===== src/rtl/bsd_pkg.sv =====
// ---------------------------------------------------------------------------
// bsd_pkg
// Shared types for the binary-signed-digit accumulator.
//   state_t  : frame control states (ACC, CONV, OUT)
//   digit_t  : one signed digit as a (p,n) pair, value = p - n
//   DIG_*    : legal digit encodings; (1,1) is never produced
// No ports.
// ---------------------------------------------------------------------------
package bsd_pkg;

    typedef enum logic [1:0] {
        ACC  = 2'd0,
        CONV = 2'd1,
        OUT  = 2'd2
    } state_t;

    typedef struct packed {
        logic p;
        logic n;
    } digit_t;

    localparam digit_t DIG_ZERO = 2'b00;
    localparam digit_t DIG_POS  = 2'b10;
    localparam digit_t DIG_NEG  = 2'b01;

endpackage


===== src/rtl/bsd_accumulator_if.sv =====
// ---------------------------------------------------------------------------
// bsd_accumulator_if
// Operand and result handshake bundle for bsd_accumulator.
//   in_valid/in_ready    operand handshake
//   in_data              two's-complement operand (WIDTH bits)
//   in_sub               1 = subtract, 0 = add
//   in_last              final operand of the frame
//   out_valid/out_ready  result handshake
//   out_sum              frame result, modulo 2^WIDTH
// master: producer/consumer side.  slave: the accumulator.
// ---------------------------------------------------------------------------
interface bsd_accumulator_if #(
    parameter int WIDTH = 16
);
    logic             in_valid;
    logic             in_ready;
    logic [WIDTH-1:0] in_data;
    logic             in_sub;
    logic             in_last;
    logic             out_valid;
    logic             out_ready;
    logic [WIDTH-1:0] out_sum;

    modport master (
        output in_valid, in_data, in_sub, in_last, out_ready,
        input  in_ready, out_valid, out_sum
    );

    modport slave (
        input  in_valid, in_data, in_sub, in_last, out_ready,
        output in_ready, out_valid, out_sum
    );
endinterface


===== src/rtl/bsd_digit_cell.sv =====
// ---------------------------------------------------------------------------
// bsd_digit_cell
// One position of the carry-free signed-digit adder/subtractor.
//   i_d     current digit
//   i_x     operand bit at this position
//   i_sub   1 = subtract operand, 0 = add
//   i_t_in  transfer magnitude from the next-lower position
//   o_t     transfer magnitude to the next-higher position
//   o_d     new digit
// Transfer sign is implied by the operation: +1 when adding, -1 when
// subtracting. The interim digit w has the opposite sign, so w + t_in always
// lands in {-1,0,+1} and o_t never depends on i_t_in (constant depth).
// ---------------------------------------------------------------------------
module bsd_digit_cell
    import bsd_pkg::*;
(
    input  digit_t i_d,
    input  logic   i_x,
    input  logic   i_sub,
    input  logic   i_t_in,
    output logic   o_t,
    output digit_t o_d
);
    logic w_w;
    logic w_pos;
    logic w_neg;

    // |w| = 1 exactly when z = d +/- x is odd.
    assign w_w = (i_d.p | i_d.n) ^ i_x;

    // Add: transfer when z >= 1.  Sub: transfer when z <= -1.
    assign o_t = i_sub ? (i_d.n | (i_x & ~i_d.p))
                       : (i_d.p | (i_x & ~i_d.n));

    // Add: digit = t_in - |w|.  Sub: digit = |w| - t_in.
    assign w_pos = i_sub ? (w_w & ~i_t_in) : (i_t_in & ~w_w);
    assign w_neg = i_sub ? (i_t_in & ~w_w) : (w_w & ~i_t_in);
    assign o_d   = '{p: w_pos, n: w_neg};
endmodule


===== src/rtl/bsd_accumulator.sv =====
// ---------------------------------------------------------------------------
// bsd_accumulator
// Accumulates a frame of signed operands in carry-free signed-digit form, then
// converts the digits to two's complement CHUNK bits per cycle.
//   clk   clock, rising edge
//   rst   synchronous active-high reset
//   bus   bsd_accumulator_if.slave (operand in, result out)
// Parameters: WIDTH (digits/bits), CHUNK (bits converted per cycle).
// ---------------------------------------------------------------------------
module bsd_accumulator
    import bsd_pkg::*;
#(
    parameter int WIDTH = 16,
    parameter int CHUNK = 4
) (
    input logic               clk,
    input logic               rst,
    bsd_accumulator_if.slave  bus
);
    localparam int NCH   = WIDTH / CHUNK;
    localparam int CNT_W = (NCH > 1) ? $clog2(NCH) : 1;

    if (CHUNK < 1 || (WIDTH % CHUNK) != 0) begin : g_bad_cfg
        $error("bsd_accumulator: CHUNK must be >= 1 and divide WIDTH");
    end

    state_t                  r_state;
    state_t                  w_next_state;
    digit_t [WIDTH-1:0]      r_acc;
    digit_t [WIDTH-1:0]      w_acc_next;
    logic   [WIDTH-1:0]      w_t;
    logic   [WIDTH-1:0]      w_t_in;
    logic   [WIDTH-1:0]      r_sum;
    logic                    r_out_valid;
    logic                    r_borrow;
    logic   [CNT_W-1:0]      r_cnt;
    logic   [CHUNK-1:0]      w_p_chunk;
    logic   [CHUNK-1:0]      w_n_chunk;
    logic   [CHUNK:0]        w_diff;
    logic                    w_accept;
    logic                    w_conv_done;

    assign bus.in_ready  = (r_state == ACC);
    assign bus.out_valid = r_out_valid;
    assign bus.out_sum   = r_sum;

    assign w_accept    = bus.in_valid && (r_state == ACC);
    assign w_conv_done = (r_cnt == CNT_W'(NCH - 1));

    // Transfer into each digit comes from the one below; the shift drops the
    // transfer out of the top digit, giving the modulo-2^WIDTH wrap.
    assign w_t_in = w_t << 1;

    for (genvar i = 0; i < WIDTH; i++) begin : g_cell
        bsd_digit_cell u_cell (
            .i_d    (r_acc[i]),
            .i_x    (bus.in_data[i]),
            .i_sub  (bus.in_sub),
            .i_t_in (w_t_in[i]),
            .o_t    (w_t[i]),
            .o_d    (w_acc_next[i])
        );
    end

    // NOTE: non-blocking assignments so every flop samples pre-edge values.
    always_ff @(posedge clk) begin
        if (rst) r_state <= ACC;
        else     r_state <= w_next_state;
    end

    // NOTE: defaults first so no path through the block infers a latch.
    always_comb begin
        w_next_state = r_state;
        unique case (r_state)
            ACC:     if (w_accept && bus.in_last) w_next_state = CONV;
            CONV:    if (w_conv_done)             w_next_state = OUT;
            OUT:     if (bus.out_ready)           w_next_state = ACC;
            default:                              w_next_state = ACC;
        endcase
    end

    // Select the P and N bits of the chunk currently being resolved.
    always_comb begin
        w_p_chunk = '0;
        w_n_chunk = '0;
        for (int c = 0; c < NCH; c++) begin
            if (r_cnt == CNT_W'(c)) begin
                for (int b = 0; b < CHUNK; b++) begin
                    w_p_chunk[b] = r_acc[c*CHUNK + b].p;
                    w_n_chunk[b] = r_acc[c*CHUNK + b].n;
                end
            end
        end
    end

    // Top bit of the (CHUNK+1)-bit difference is the borrow into the next chunk.
    assign w_diff = {1'b0, w_p_chunk} - {1'b0, w_n_chunk} - {{CHUNK{1'b0}}, r_borrow};

    always_ff @(posedge clk) begin
        if (rst) begin
            r_acc       <= {WIDTH{DIG_ZERO}};
            r_sum       <= '0;
            r_out_valid <= 1'b0;
            r_borrow    <= 1'b0;
            r_cnt       <= '0;
        end else begin
            r_out_valid <= (w_next_state == OUT);
            unique case (r_state)
                ACC: begin
                    if (w_accept) r_acc <= w_acc_next;
                end
                CONV: begin
                    for (int c = 0; c < NCH; c++) begin
                        if (r_cnt == CNT_W'(c)) r_sum[c*CHUNK +: CHUNK] <= w_diff[CHUNK-1:0];
                    end
                    if (w_conv_done) begin
                        r_cnt    <= '0;
                        r_borrow <= 1'b0;
                    end else begin
                        r_cnt    <= r_cnt + 1'b1;
                        r_borrow <= w_diff[CHUNK];
                    end
                end
                OUT: begin
                    if (bus.out_ready) r_acc <= {WIDTH{DIG_ZERO}};
                end
                default: ;
            endcase
        end
    end
endmodule


===== src/flat_wrapper.sv =====
// flat-port wrapper written by rule: the top's interface ports become plain ports
module bsd_accumulator_flat import bsd_pkg::*;
#(
    parameter int WIDTH = 16,
    parameter int CHUNK = 4
)
  (clk, rst, bus_in_valid, bus_in_data, bus_in_sub, bus_in_last, bus_out_ready, bus_in_ready, bus_out_valid, bus_out_sum);
  bsd_accumulator_if #(.WIDTH(WIDTH)) bus_i ();
  input logic clk;
  input logic rst;
  input wire logic [$bits(bus_i.in_valid)-1:0] bus_in_valid;
  input wire logic [$bits(bus_i.in_data)-1:0] bus_in_data;
  input wire logic [$bits(bus_i.in_sub)-1:0] bus_in_sub;
  input wire logic [$bits(bus_i.in_last)-1:0] bus_in_last;
  input wire logic [$bits(bus_i.out_ready)-1:0] bus_out_ready;
  output wire logic [$bits(bus_i.in_ready)-1:0] bus_in_ready;
  output wire logic [$bits(bus_i.out_valid)-1:0] bus_out_valid;
  output wire logic [$bits(bus_i.out_sum)-1:0] bus_out_sum;
  assign bus_i.in_valid = bus_in_valid;
  assign bus_i.in_data = bus_in_data;
  assign bus_i.in_sub = bus_in_sub;
  assign bus_i.in_last = bus_in_last;
  assign bus_i.out_ready = bus_out_ready;
  assign bus_in_ready = bus_i.in_ready;
  assign bus_out_valid = bus_i.out_valid;
  assign bus_out_sum = bus_i.out_sum;
  bsd_accumulator #(.WIDTH(WIDTH), .CHUNK(CHUNK)) u_core (.clk(clk), .rst(rst), .bus(bus_i));
endmodule

===== config.mk =====
export PLATFORM = sky130hd
export DESIGN_NAME = bsd_accumulator_flat
export DESIGN_NICKNAME = d
export VERILOG_FILES = /design/src/rtl/bsd_pkg.sv /design/src/rtl/bsd_accumulator_if.sv /design/src/rtl/bsd_digit_cell.sv /design/src/rtl/bsd_accumulator.sv /design/src/flat_wrapper.sv
export SDC_FILE = /design/constraint.sdc
export NUM_CORES = 1
export LEC_CHECK = 0
export CAP_MARGIN = 0
export CELL_PAD_IN_SITES_DETAIL_PLACEMENT = 0
export CELL_PAD_IN_SITES_GLOBAL_PLACEMENT = 1
export CORE_MARGIN = 2
export CORE_UTILIZATION = 40
export CTS_BUF_LIST = sky130_fd_sc_hd__clkbuf_4
export CTS_CLUSTER_DIAMETER = 50
export DETAILED_ROUTE_END_ITERATION = 16
export MAX_ROUTING_LAYER = met4
export PLACE_DENSITY = 0.87
export SKIP_LAST_GASP = 1
export SYNTH_ARGS = -nofsm -noshare
export SYNTH_HDL_FRONTEND = slang
export SYNTH_SLANG_ARGS = --single-unit

===== constraint.sdc =====
create_clock -name clk -period 2.9 [get_ports clk]
set_input_delay 0.87 -clock clk [delete_from_list [all_inputs] [get_ports clk]]
set_output_delay 0.87 -clock clk [all_outputs]
set_load 0.05 [all_outputs]

==> impl_results.md, run 1 <==
- Placed cell areas: roughly 4000 sq um
- Ys Warns: 0
- Pin count of the biggest net entering global routing: 39
- Area Overhead vs Synth: 15.2%
- HP Start: u_core.bus.out_sum[10]
- Arr. time, crit path: 3000 ps
- Post-Syn Area: 3610 sq um
- Req. time, crit path: 3180 ps
- Tcrit/Tclk final: a little over nine tenths
- Global-route wire length before repair: about 15 mm
- Die Ht: approximately 99 microns
- Final hold vios: 0
- Cells on Worst Hold Path: 2
- IO Pins: 40
- Core Region: 8720 sq um
- Worst-Skew Late Latency: about 400 ps
- Syn nets: roughly 470
- Reg2reg path depth: 13
- Worst setup SP type: flip-flop
- Leakage Power: 0.00139 uW
- Share of cells above drive strength 1: about an eighth
- Post-DP HPWL: about 6.6 mm
- Fmax: 366 MHz
- WS Path Type: reg -> reg
- Total Power: roughly 1800 uW
- Worst slew pin tran: a little under 700 ps
- Placed insts: ~570
- Number of diodes: 0
- Final core utilization: roughly 48%
- Worst IR drop on VDD: between 0.2 and 0.25 mV
- Final Max Slew Viols: 0
- PwrDens: approximately 430 nW/um^2
- Initial antenna violation count: 0
- WHS Endpoint: u_core.bus.out_sum[10]
- H-tree Lvls: 2
- Reg clk slew, reported paths: between 150 and 200 ps
- Syn Inst Count: around 430
- Clk sinks: 54
- DRT antenna net count: 0
- R2R setup slack: ~170 ps
- Critical Path Slowest Stage Cell: dfxtp_2
- Drt initial violations: between 100 and 150
- WL/cell: approximately 15 microns
- Tmin final: 2730 ps
- Post-synth EDFFs: 0
- CTS tree: done
- Buf/Inv on CP: 3
- Vias in the first global route: between 3k and 4k
- Nets: between 400 and 500
- CP Cell Sequence: inv_1 -> ha_4 -> buf_4 -> and2b_1 -> a221oi_2 -> o31ai_1 -> ha_1 -> inv_1 -> ha_1 -> a21boi_2 -> o21a_1 -> o211ai_1 -> a21oi_1
- Worst flop-to-flop path startpoint: u_core.r_cnt[1]
- Gpl congestion: about 0.87
- Die area: 9810 sq um
- Slowest stage delay, CP: ~370 ps
- Relative slew slack: a little over half
- Final instance area: around 4200 sq um
- Most frequent cells in the layout: nand3_1 (58), dfxtp_1 (52), nand2_1 (50)
- Bufs on Longest Clock Path: 2
- Post-synthesis sequential area ratio: between 20% and 30%
- Avg Cell Area, Syn: roughly 8.3 sq um
- All-Layer GR Usage: 18.7%
- Most common cell after layout, fill and taps aside: nand3_1
- Fin cells: 574
- Starting Density: approximately two fifths
- Crit-path max FO: 9
- Post-synthesis async set-or-reset flop share: 0%
- Max-cap violations: 0
- Outcome: finished, final reports clean
- Drt drc: 0
- Port buffer count: 39
- Setup TNS: 0 ps
- Number of hold buffers added after CTS: 0
- Vias per inst: between 5 and 6
- CTS root buf: clkbuf_4
- RSZ-0062 raised after global routing: false
- Synth unique cells: 48
- Die X: 99.0 microns
- Vias: 3307
- Flop and latch count out of synthesis: 54
- Routed WL: slightly below 9 mm
- Standard-cell rows: 34
- Setup-failing EPs final: 0
- Worst Skew: roughly 27 ps
- Crit end category: flip-flop
- Pre-antenna DRT Iters: 4
- Crit path from: u_core.r_cnt[1]
- Primary FF master, synth: dfxtp_1
- Cts bufs inserted: 5
- Hold WC Path Type: reg -> reg
- Crit path max-delay family: compound AO/OA/AOI/OAI gates
- Gr ovfl total: 0
- FF-to-FF End: u_core.r_borrow
[worst min-delay path, delay by kind of cell, from the launching register on]
family             cells  cell delay, ps
AOI/OAI and AO/OA      1              50
DFF                    1             350
and+or+nand+nor        1              50
[through the flow]
stage               worst slack (ps)  hold slack (ps)
finish                           170              474
global route                    8.92              494
CTS                             6.14              475
detailed placement              11.6              453
global placement                 157              446
floorplan                        137              458
[cell usage after synthesis, types with 2 or more instances]
library cell  number  area, sq um
a211oi_1           9         67.6
nor3_1             3         15.0
inv_1              7         26.3
o21ai_0            7         35.0
and2b_2            3         26.3
ha_1               8          100
a21oi_1           16         80.1
and2b_1            3         22.5
a221oi_1           8         70.1
buf_4              2         15.0
nand2_1           50          188
nor2_1            30          113
mux2i_1            4         40.0
nand3_1           58          290
clkbuf_1          13         48.8
buf_2              6         30.0
nor2b_1           24          150
clkbuf_8           3         41.3
dfxtp_1           54         1080
and3b_1            3         26.3
o31ai_1            3         22.5
o41ai_2            4         65.1
xor2_1            14          123
xnor2_1           16          140
and2_1             3         18.8
a31oi_1           30          188
a221oi_2          10          150
a221o_1           14          140
fa_1               2         40.0
or3b_1             2         17.5
buf_6              4         45.0
nand3b_1           5         37.5
[layer usage]
metal	wire length, microns	track usage (%)
met1	4010	24.4
met4	33	3.27
met5	0	-
met2	4310	31.5
met3	424	2.48
[how the worst max path moves through the flow]
stage                             to  depth (start not counted)
2_1_floorplan        u_core.r_borrow                         13
3_3_place_gp         u_core.r_borrow                         12
3_5_place_dp         u_core.r_borrow                         13
4_1_cts              u_core.r_borrow                         13
5_1_grt        u_core.bus.out_sum[3]                         13
6_report             u_core.r_borrow                         13
[state kept, by name (all words and copies together), names as in the netlist]
name and count:
u_core.r_borrow 1, u_core.r_cnt 2, u_core.bus.out_sum 16, u_core.r_state 2, u_core.r_acc 32, u_core.bus.out_valid 1
[cells by family (layout without fill, tap and decap cells)]
family / Yosys count / after routing / share of synthesized area, %
DFF: 54 / 54 / 29.9
muxes: 5 / 5 / 1.42
and+or+nand+nor: 192 / 192 / 27.5
xor gates and xnor gates: 30 / 30 / 7.27
AOI/OAI and AO/OA: 108 / 108 / 24.3
buffers and inverters: 35 / 67 / 5.72
adders and majority gates: 10 / 10 / 3.88
[report_power, final]
part	switching, uW	leakage (uW)	total [uW]	internal (uW)
Sequential	53.4	0.000440	839	786
Clock	263	0.0000318	363	99.6
Combinational	342	0.000920	601	259
[final cells by class]
class / instances / area (sq um)
fillers: 873 / 4560
multi-input cells: 345 / 2370
flip-flops and latches: 54 / 1090
repair buffers: 52 / 478
well taps: 108 / 135
clock buffers: 5 / 37.5
inverters: 7 / 26.3
clock inverters: 3 / 25.0
[what timing repair did]
item	4_1_cts	5_1_grt
endpoints found under the hold margin	0	0
setup endpoints to repair	0	9
setup buffers	0	0
resized for setup	0	13
Note: power is estimated with default switching activity, not from simulation.
==> run 2, diff against run 1 <==
- CORE_UTILIZATION: 40 -> 46
- CTS_BUF_LIST: sky130_fd_sc_hd__clkbuf_4 -> sky130_fd_sc_hd__clkbuf_8 sky130_fd_sc_hd__clkbuf_16
- GPL_TIMING_DRIVEN: not set -> 0
- PLACE_DENSITY: 0.87 -> 0.94
- clock period: 2.9 -> 3.4 ns (I/O delays scaled with it)
==> run 2 against run 1 <==
Compared with the run above:
- via count increased by 4.4%
- die area shrank 13%
- sequential cell count stayed put
- sequential power down 15%
- hold slack worse by 13 ps
- maximum frequency shrank 14%
- worst setup slack better by 57 ps
- largest cell class unchanged
==> impl_results.md, run 2 (synthesized netlist as in run 1, its figures left out) <==
- WS Path Type: reg -> reg
- Drt initial violations: 228 (+66%)
- Arr. time, crit path: 3360 ps (+360 ps)
- DRT antenna net count: 0 (unchanged)
- Crit end category: flip-flop
- CP Cell Sequence: inv_1 -> ha_1 -> clkbuf_8 -> and3b_1 -> a21oi_1 -> o21ai_0 -> mux2i_1 -> fa_1 -> fa_1 -> a21boi_0 -> nor3_1 -> o211ai_1 -> a21oi_1
- Max-cap violations: 0 (unchanged)
- Vias per inst: 5.94 (+3.1%)
- CTS root buf: clkbuf_8
- Tmin final: 3170 ps (+443 ps)
- Outcome: finished, final reports clean
- Crit-path max FO: 10 (+1)
- Worst-Skew Late Latency: 310 ps (-80 ps)
- Reg with most FFs: u_core.r_acc
- Pin count of the biggest net entering global routing: 17 (-56%)
- Tcrit/Tclk final: 93.3% (-0.82 points)
- RSZ-0062 raised after global routing: false
- Reg clk slew, reported paths: 100 ps (-90 ps)
- CP Depth: 13 (unchanged)
- Drt drc: 0 (unchanged)
- Global-route wire length before repair: 15.8 mm (+6.1%)
- Nets: 510 (+2.6%)
- Fmax: 315 MHz (-14%)
- Vias in the first global route: 3186 (+1.3%)
- Cells on Worst Hold Path: 2 (unchanged)
- Number of hold buffers added after CTS: 0 (unchanged)
- Gpl congestion: 0.814 (-6.6%)
- Port buffer count: 37 (-5.1%)
- Clk sinks: 54 (unchanged)
- Hold_ws: 462 ps (-12.7 ps)
- Number of diodes: 0 (unchanged)
- Post-CTS setup buffers: 0 (unchanged)
- Relative slew slack: 57.1% (+3.2 points)
- Bufs on Longest Clock Path: 2 (unchanged)
- Share of cells above drive strength 1: 10.0% (-2.2 points)
- Starting Density: 47.2% (+5.8 points)
- Reg2reg path depth: 13 (unchanged)
- Crit path max-delay family: adder cells
- Worst IR drop on VDD: 0.203 mV (+1.0%)
- Worst setup SP type: flip-flop
- Die area: 8580 sq um (-13%)
- Final hold vios: 0 (unchanged)
- Gr ovfl total: 0 (unchanged)
- Slowest stage delay, CP: 460 ps (+90 ps)
- Pre-antenna DRT Iters: 5 (+1)
- Buf/Inv on CP: 2 (-1)
- PwrDens: 390 nW/um^2 (-10%)
- Die Ht: 92.6 microns (-6.5%)
- Vias: 3451 (+4.4%)
- Hold WC Path Type: reg -> reg
- IO Pins: 40 (unchanged)
- Setup-failing EPs final: 0 (unchanged)
- Post-DP HPWL: 7.21 mm (+9.7%)
- Die X: 92.6 microns (-6.5%)
- Leakage Power: 0.00141 uW (+1.6%)
- Largest register FFs: 32 (unchanged)
- Req. time, crit path: 3580 ps (+400 ps)
- Initial antenna violation count: 0 (unchanged)
- Area Overhead vs Synth: 16.7%
- H-tree Lvls: 2 (unchanged)
- Worst Skew: 7.28 ps (-20.0 ps)
- All-Layer GR Usage: 23.6% (+4.9 points)
- Worst slew pin tran: 643 ps (-48.1 ps)
- Core Region: 7650 sq um (-12%)
- Most frequent cells in the layout: nand3_1 (58), dfxtp_1 (54), nand2_1 (50)
- Post-CTS sizing: 0 (unchanged)
- Setup TNS: 0 ps (unchanged)
- Most common cell after layout, fill and taps aside: nand3_1
- WL/cell: 16.6 microns (+8.8%)
- Standard-cell rows: 32 (-5.9%)
- Cts bufs inserted: 5 (unchanged)
- Routed WL: 9.66 mm (+10%)
- Fill cell count: 720 (-18%)
- Critical Path Slowest Stage Cell: fa_1
- CTS tree: done
- Final Max Slew Viols: 0 (unchanged)
-- run 2: metrics by stage --
stage | cells | setup slack (ps) | util, % | cell area (sq um) | total power (uW)
final | 581 | 227 | 55.1 | 4220 | 1640
after global routing | 581 | 27.7 | 55.1 | 4220 | 1730
after CTS | 581 | 257 | 55.1 | 4220 | 1640
after detailed placement | 573 | 284 | 53.7 | 4110 | 1240
after global placement | 573 | 356 | 53.7 | 4110 | 1220
after floorplan | 434 | 637 | - | 3610 | 1090
-- run 2: final timing paths --
path                                             start                      to  slack, ps
worst max register to register         u_core.r_cnt[1]         u_core.r_borrow        230
worst min register to register  u_core.bus.out_sum[14]  u_core.bus.out_sum[14]        460
worst min-delay path            u_core.bus.out_sum[14]  u_core.bus.out_sum[14]        460
worst max-delay path                   u_core.r_cnt[1]         u_core.r_borrow        230
-- run 2: area by class of cell --
class | instances | area [sq um] | area share (%)
multi-input combinational | 345 | 2320 | 55.1
sequential | 54 | 1080 | 25.6
timing repair buffer | 37 | 370 | 8.79
buffer | 28 | 180 | 4.27
tap | 102 | 128 | 3.03
clock buffer | 7 | 96.3 | 2.29
inverter | 7 | 26.3 | 0.623
clock inverter | 1 | 8.76 | 0.208
-- run 2: tightest hold or removal path, delay by kind of cell (launching register included) --
kind	cells	cell delay (ps)
AOI/OAI and AO/OA	1	50
and+or+nand+nor	1	50
DFF	1	320
-- run 2: report_power, final --
| part | switching, uW | internal (uW) | leakage (uW) |
|---|---|---|---|
| clock network | 229 | 187 | 0.0000544 |
| logic | 301 | 213 | 0.000921 |
| registers | 44.2 | 669 | 0.000439 |
| total | 574 | 1070 | 0.00141 |
-- run 2: layer usage --
metal	part of all wire, %	GRT usage [%]	vias to the layer above	wire (microns)
met5	0	-	-	0
met4	1.0	4.41	0	97
met1	46	30.8	1654	4430
met3	4.3	3.09	8	416
met2	49	39.8	106	4710
li1	-	-	1683	-
==> run 3, diff against run 2 <==
- CORE_MARGIN: 2 -> 1
==> run 3 against run 2 <==
Compared with the run above:
- critical path type unchanged
- via count increased by 1.4%
- largest power group unchanged
- critical path depth unchanged
- count of clock-buffer cells in the layout decreased by 2
- maximum frequency decreased by 1.7%
- first-iteration DRC count increased by 24%
- non-clock buffer count unchanged
==> impl_results.md, run 3 (synthesized netlist as in run 1, its figures left out) <==
- Die area: 8210 sq um (-4.3%)
- Share of cells above drive strength 1: 10.0% (unchanged)
- Standard-cell rows: 31 (-3.1%)
- Setup-failing EPs final: 0 (unchanged)
- Largest register FFs: 32 (unchanged)
- Worst-Skew Late Latency: 320 ps (about the same)
- Pin count of the biggest net entering global routing: 19 (+2)
- CTS root buf: clkbuf_8
- Routed WL: 9.66 mm (about the same)
- Req. time, crit path: 3600 ps (+20 ps)
- Nets: 510 (unchanged)
- Tmin final: 3230 ps (+56.3 ps)
- Reg2reg path depth: 13 (unchanged)
- Tcrit/Tclk final: 95.0% (+1.7 points)
- Cts bufs inserted: 5 (unchanged)
- Setup TNS: 0 ps (unchanged)
- Cells on Worst Hold Path: 2 (unchanged)
- WS Path Type: reg -> reg
- Worst setup SP type: flip-flop
- Bufs on Longest Clock Path: 2 (unchanged)
- Register area: 1080 sq um (unchanged)
- Hold WC Path Type: reg -> reg
- Starting Density: 48.8% (+1.5 points)
- Most frequent cells in the layout: nand3_1 (58), dfxtp_1 (54), nand2_1 (50)
- Clk sinks: 54 (unchanged)
- Number of hold buffers added after CTS: 0 (unchanged)
- Number of diodes: 0 (unchanged)
- PwrDens: 400 nW/um^2 (+2.7%)
- Placed insts: 570 (-0.52%)
- IO Pins: 40 (unchanged)
- Max-cap violations: 0 (unchanged)
- Crit-path max FO: 10 (unchanged)
- R2R setup slack: 170 ps (-60 ps)
- CP Cell Sequence: inv_1 -> ha_1 -> clkbuf_8 -> and3b_1 -> a21oi_1 -> o21ai_0 -> mux2i_1 -> fa_1 -> fa_1 -> a21boi_1 -> nor3_1 -> o211ai_1 -> a21oi_1
- WL/cell: 16.7 microns (+0.48%)
- Drt drc: 0 (unchanged)
- Final Max Slew Viols: 0 (unchanged)
- Fin cells: 578 (-0.52%)
- Outcome: finished, final reports clean
- CTS tree: done
- Leakage Power: 0.00142 uW (+0.14%)
- Post-DP HPWL: 7.10 mm (-1.5%)
- Critical Path Slowest Stage Cell: fa_1
- Worst IR drop on VDD: 0.243 mV (+20%)
- Most common cell after layout, fill and taps aside: nand3_1
- Worst slew pin tran: 673 ps (+29.9 ps)
- Arr. time, crit path: 3430 ps (+70 ps)
- Gr ovfl total: 0 (unchanged)
- Vias: 3501 (+1.4%)
- Worst Skew: 12.5 ps (+5.18 ps)
- RSZ-0062 raised after global routing: false
- Drt initial violations: 283 (+24%)
- Area Overhead vs Synth: 16.9%
- Port buffer count: 37 (unchanged)
- Footprint of the multi-input gates: 2320 sq um (unchanged)
- Fill cell count: 684 (-5.0%)
- H-tree Lvls: 2 (unchanged)
- Die Ht: 90.6 microns (-2.2%)
- Gpl congestion: 0.867 (+6.5%)
- WHS Endpoint: u_core.bus.out_sum[14]
- Worst flop-to-flop path startpoint: u_core.r_cnt[1]
- Die X: 90.6 microns (-2.2%)
- Vias in the first global route: 3276 (+2.8%)
- Vias per inst: 6.06 (+2.0%)
- Global-route wire length before repair: 15.9 mm (+0.44%)
- Core Region: 7410 sq um (-3.1%)
- HP Start: u_core.bus.out_sum[14]
- FF-to-FF End: u_core.r_borrow
- Reg clk slew, reported paths: 110 ps (about the same)
- Relative slew slack: 55.1% (-2.0 points)
- Fmax: 310 MHz (-1.7%)
- All-Layer GR Usage: 24.4% (+0.78 points)
- Crit end category: flip-flop
- Pre-antenna DRT Iters: 5 (unchanged)
- Post-CTS setup buffers: 0 (unchanged)
- Slowest stage delay, CP: 470 ps (about the same)
- Initial antenna violation count: 0 (unchanged)
- Final hold vios: 0 (unchanged)
- Reg with most FFs: u_core.r_acc
- DRT antenna net count: 0 (unchanged)
[run 3: through the flow]
step                      instance area, sq um  power, uW  utilization (%)  setup slack [ps]  hold slack [ps]
after detailed placement                  4110       1230             55.4               182              453
final                                     4220       1690             57.0               171              467
after global placement                    4110       1220             55.4               230              447
after floorplan                           3610       1090                -               637              458
after global routing                      4220       1770             57.0              16.9              496
after CTS                                 4220       1680             57.0               164              469
[run 3: critical path: cells and delay by family, from the launching register on]
kind            cells  cell delay [ps]
mux                 1              180
simple gates        2              320
buf+inv             2              280
compound gates      5              770
fa+ha+maj           3             1190
flops               1              370
[run 3: power by group]
| part | switching (uW) | internal (uW) |
|---|---|---|
| Sequential | 43.0 | 669 |
| Combinational | 301 | 214 |
| Clock | 238 | 225 |
[run 3: worst max-delay path by stage]
| stage | slack, ps | startpoint | cells past startpoint | to |
|---|---|---|---|---|
| 2_1_floorplan | 640 | u_core.r_cnt[1] | 13 | u_core.r_borrow |
| 3_3_place_gp | 230 | u_core.r_cnt[1] | 13 | u_core.r_borrow |
| 3_5_place_dp | 180 | u_core.r_cnt[1] | 13 | u_core.r_borrow |
| 4_1_cts | 160 | u_core.r_cnt[1] | 13 | u_core.r_borrow |
| 5_1_grt | 20 | u_core.r_cnt[1] | 13 | u_core.r_borrow |
| 6_report | 170 | u_core.r_cnt[1] | 13 | u_core.r_borrow |
[run 3: routing by layer]
metal  up-vias  routed length, microns  global-route usage [%]
met2       119                    4570                    40.0
met1      1676                    4450                    30.7
met3        14                     493                    3.28
li1       1692                       -                       -
met5         -                       0                       -
met4         0                     146                    8.60
[run 3: cell type report]
type	instances	share of cell area, %
clock buffer	5	1.63
tap	99	2.93
multi-input combinational	345	55.0
sequential	54	25.6
inverter	7	0.622
clock inverter	3	1.16
timing repair buffer	37	8.77
buffer	28	4.27
[run 3: timing repair]
action / 4_1_cts / 5_1_grt
endpoints found under the setup margin: 0 / 1
resized for setup: 0 / 1
hold endpoints to repair: 0 / 0
